[config.mk]
export PLATFORM = sky130hd
export DESIGN_NAME = shift_adder
export DESIGN_NICKNAME = d
export VERILOG_FILES = /design/src/rtl/shift_adder.sv
export SDC_FILE = /design/constraint.sdc
export NUM_CORES = 1
export LEC_CHECK = 0
export CAP_MARGIN = 20
export CORE_MARGIN = 8
export CORE_UTILIZATION = 39
export CTS_CLUSTER_DIAMETER = 200
export DETAILED_ROUTE_END_ITERATION = 8
export HOLD_SLACK_MARGIN = 0.15
export PLACE_DENSITY = 0.93
export SLEW_MARGIN = 5
export SYNTH_ARGS = -nofsm -noshare
export SYNTH_HDL_FRONTEND = slang
export SYNTH_SLANG_ARGS = --single-unit
[constraint.sdc]
create_clock -name clk -period 2.5 [get_ports clk]
set_input_delay 0.5 -clock clk [delete_from_list [all_inputs] [get_ports clk]]
set_output_delay 0.5 -clock clk [all_outputs]
set_load 0.005 [all_outputs]
[src/rtl/shift_adder.sv]
// shift_adder: multi-cycle W-bit adder built from W/N segments of N bits with
// a registered carry between neighbouring segments. Each rising edge moves the
// carry one segment further, so sum settles to (a+b) mod 2^W within S-1 edges.
//
// Ports:
//   clk   - single clock, all registers update on the rising edge
//   rst   - synchronous active-high reset, clears the carry registers
//   a, b  - W-bit unsigned operands, not latched; hold them while settling
//   sum   - W-bit segmented sum, combinational from a, b and the carries
//   valid - settled-result flag, present only when SHIFT_ADDER_VALID_EN is
//           defined (adds operand shadow registers and a settle counter)
module shift_adder #(
  parameter int W = 16,
  parameter int N = 1
) (
  input  logic         clk,
  input  logic         rst,
  input  logic [W-1:0] a,
  input  logic [W-1:0] b,
  output logic [W-1:0] sum
`ifdef SHIFT_ADDER_VALID_EN
  ,
  output logic         valid
`endif
);

  localparam int S = W / N;

  genvar k;
  generate
    if (S == 1) begin : g_single
      // A single segment has no carry to propagate: plain combinational add.
      assign sum = a + b;
    end else begin : g_multi
      logic [S-2:0] c_q;
      logic [S-2:0] c_d;
      logic [S-1:0] cin;

      // Segment 0 never receives a carry; segment k takes the carry that
      // segment k-1 produced on the previous edge.
      assign cin = {c_q, 1'b0};

      for (k = 0; k < S; k++) begin : g_seg
        if (k < S - 1) begin : g_mid
          logic [N:0] seg;
          assign seg = {1'b0, a[k*N +: N]} + {1'b0, b[k*N +: N]} + (N+1)'(cin[k]);
          assign sum[k*N +: N] = seg[N-1:0];
          assign c_d[k]        = seg[N];
        end else begin : g_top
          // The top segment's carry-out is dropped, giving the mod 2^W wrap.
          assign sum[k*N +: N] = a[k*N +: N] + b[k*N +: N] + N'(cin[k]);
        end
      end

      always_ff @(posedge clk) begin
        if (rst) begin
          c_q <= '0;
        end else begin
          c_q <= c_d;
        end
      end
    end
  endgenerate

`ifdef SHIFT_ADDER_VALID_EN
  localparam int CW = $clog2(S) + 1;
  localparam logic [CW-1:0] CNT_MAX = CW'(S - 1);

  logic [W-1:0]  a_q;
  logic [W-1:0]  a_d;
  logic [W-1:0]  b_q;
  logic [W-1:0]  b_d;
  logic [CW-1:0] cnt_q;
  logic [CW-1:0] cnt_d;
  logic          same;

  // Operands unchanged since the last edge; the counter then tracks how many
  // edges the carry chain has had to settle.
  assign same = (a == a_q) && (b == b_q);

  always_comb begin
    a_d   = a_q;
    b_d   = b_q;
    cnt_d = cnt_q;
    if (!same) begin
      a_d   = a;
      b_d   = b;
      cnt_d = '0;
    end else if (cnt_q != CNT_MAX) begin
      cnt_d = cnt_q + CW'(1);
    end
  end

  always_ff @(posedge clk) begin
    if (rst) begin
      a_q   <= '0;
      b_q   <= '0;
      cnt_q <= '0;
    end else begin
      a_q   <= a_d;
      b_q   <= b_d;
      cnt_q <= cnt_d;
    end
  end

  // Counting starts one edge after the change, so valid lags settling by at
  // most one cycle; forced low while reset is asserted.
  assign valid = same && (cnt_q == CNT_MAX) && !rst;
`endif

endmodule

==> reports/summary.txt <==
status - finished, final reports clean
# rows - 16
hold path startpoint - g_multi.c_q[1]
area delta synth->final - 54.9%
met2 routed WL - 1060 um
Syn Area/Cell - 13.4 sq um
cells along the critical path - clkdlybuf4s50_1 -> fa_1 -> clkdlybuf4s50_1
post-place setup slack - -18.5 ps
hold path depth - 2
Initial Utilization - 41.9%
GRT overflow - 0
# fillers - 157
# setup viols final - 0
drt total wl - 1840 um
global placement routability congestion - 0.619
slowest cell on the critical path - fa_1
fin nets - 149
Largest register FFs - 15
Critical Path Stages - 3
Worst Hold Class - reg -> reg
vias in the first global route - 698
Root Driver - clkbuf_4
CTS Buf Count - 3
CP max FO - 1
critical path endpoint category - output pin
Clock Path Buffers - 2
register area - 300 sq um
Worst Setup Start Kind - input pin
Finished Core Util - 64.8%
Fin. Hold Viols - 0
DR WL met3 - 162 um
Cell Area, Synth - 830 sq um
CTS Hold Bufs - 0
Req. time, crit path - 2000 ps
data arrival time of the critical path - 1960 ps
final cycle utilization of the critical path - 98.4%
DRC errors left - 0
Post-CTS Setup Repair Bufs - 0
TritonRoute pass-1 iters - 4
die area - 3860 sq um
Antenna Nets Post-Route - 0
Critical path buffers and inverters - 2
worst-skew pair later-pin latency - 280 ps
CP startpoint - a[6]
FMAX - 0.407 GHz
M1 wire length - 607 um
crit-path leading delay family - buffers and inverters
Ant. Diodes - 0
Initial DRC Count - 6
most frequent CP cell - clkdlybuf4s50_1
Clk pin slew, worst setup/hold paths - 90 ps
die height - 62.1 um
most frequent cells in the layout - clkdlybuf4s50_1, dfxtp_1, nor2b_1, fa_1, dlymetal6s2s_1
origin of the critical flop-to-flop path - g_multi.c_q[6]
most flop-heavy register - g_multi.c_q
Synth Register Bits - 15
CTS tree - done
clk sinks - 15
largest net degree at the start of global routing - 16
Syn Nets - 111
PwrDens - 448 nW/um^2
crit path time final - 2460 ps
RSZ-0062 raised after global routing - false
Final Power - 0.576 mW
Max VDD drop - 0.280 mV
vias per std cell - 4.25
Die X - 62.1 um
kind of critical path - in -> out
number of I/O port buffers - 49
commonest non-fill, non-tap cell in the layout - clkdlybuf4s50_1
biggest regs - g_multi.c_q x15
Tot GR Track Use - 9.77%
first-pass GRT wire length - 3020 um
WL per Instance - 14.6 um
Max stage delay on crit path - 530 ps
H-Tree Depth - 1
multi-input combinational cell area - 412 sq um
vias post-DR - 535
Max-Slew Margin vs Limit - 64.5%
Slew @ Worst Pin - 531 ps
maxcap violations - 0
Pleak - 0.601 nW
synthesis warning total - 0
antenna violations before repair - 0
DR top layer - met4
Mapped Cells - 62
setup ws final - 40.6 ps
Core ar. - 1980 sq um
Seq/Total Area, Yosys - 36.2%
# resized after CTS - 3
FF-to-FF path depth - 2
share of post-route cells with drive strength above 1 - 4.04%
Yosys cell types - 8
Clock Skew - 9.47 ps
max-slew violation count - 0
Boundary Pins - 50
DP HPWL - 1590 um
worst reg2reg max path: stages (launching register included):
cell and delay, ps:
dfxtp_1 320, fa_1 360, nor2b_1 140
power breakdown:
part	switching, mW	internal (mW)
combinational	0.0568	0.126
clock	0.0751	0.0593
sequential	0.00619	0.253
cell families (layout without fill, tap and decap cells):
| logic type | after synthesis | in the layout | synth area share (%) |
|---|---|---|---|
| DFF | 15 | 15 | 36.2 |
| buffers and inverters | 16 | 53 | 14.2 |
| and+or+nand+nor | 15 | 15 | 11.5 |
| xor gates and xnor gates | 1 | 1 | 2.87 |
| adders and majority gates | 15 | 15 | 35.3 |
layer usage:
metal  track usage (%)  up-vias
li1                  -      245
met1              8.43      257
met5                 0        -
met2              19.0       31
met4              1.75        0
met3              5.38        2
final timing paths:
path / to / slack (ps)
worst max-delay path: sum[6] / 40
worst min-delay path: g_multi.c_q[2] / 620
worst min register to register: g_multi.c_q[2] / 620
worst max register to register: g_multi.c_q[7] / 1540
through the flow:
| step | hold slack, ps | instance area (sq um) | cells | setup TNS (ps) |
|---|---|---|---|---|
| after floorplan | 572 | 830 | 62 | 0 |
| after global placement | 590 | 1240 | 122 | 0 |
| final | 617 | 1280 | 126 | 0 |
| after detailed placement | 593 | 1240 | 122 | -35.1 |
| after global routing | 649 | 1280 | 126 | 0 |
| after CTS | 620 | 1260 | 126 | 0 |
layout make-up:
type	instances	area share, %
Timing Repair Buffer	49	39.8
Multi-Input combinational cell	31	32.0
Clock inverter	1	0.389
Clock buffer	3	1.75
Tap cell	27	2.63
Sequential cell	15	23.4
synth_stat cells, drive strengths merged:
library cell | n | share of area, %
dfxtp | 15 | 36
nor2b | 14 | 11
fa | 14 | 34
ha | 1 | 1.5
xor3 | 1 | 2.9
buf | 16 | 14
and2b | 1 | 0.91
Note: power is estimated with default switching activity, not from simulation.
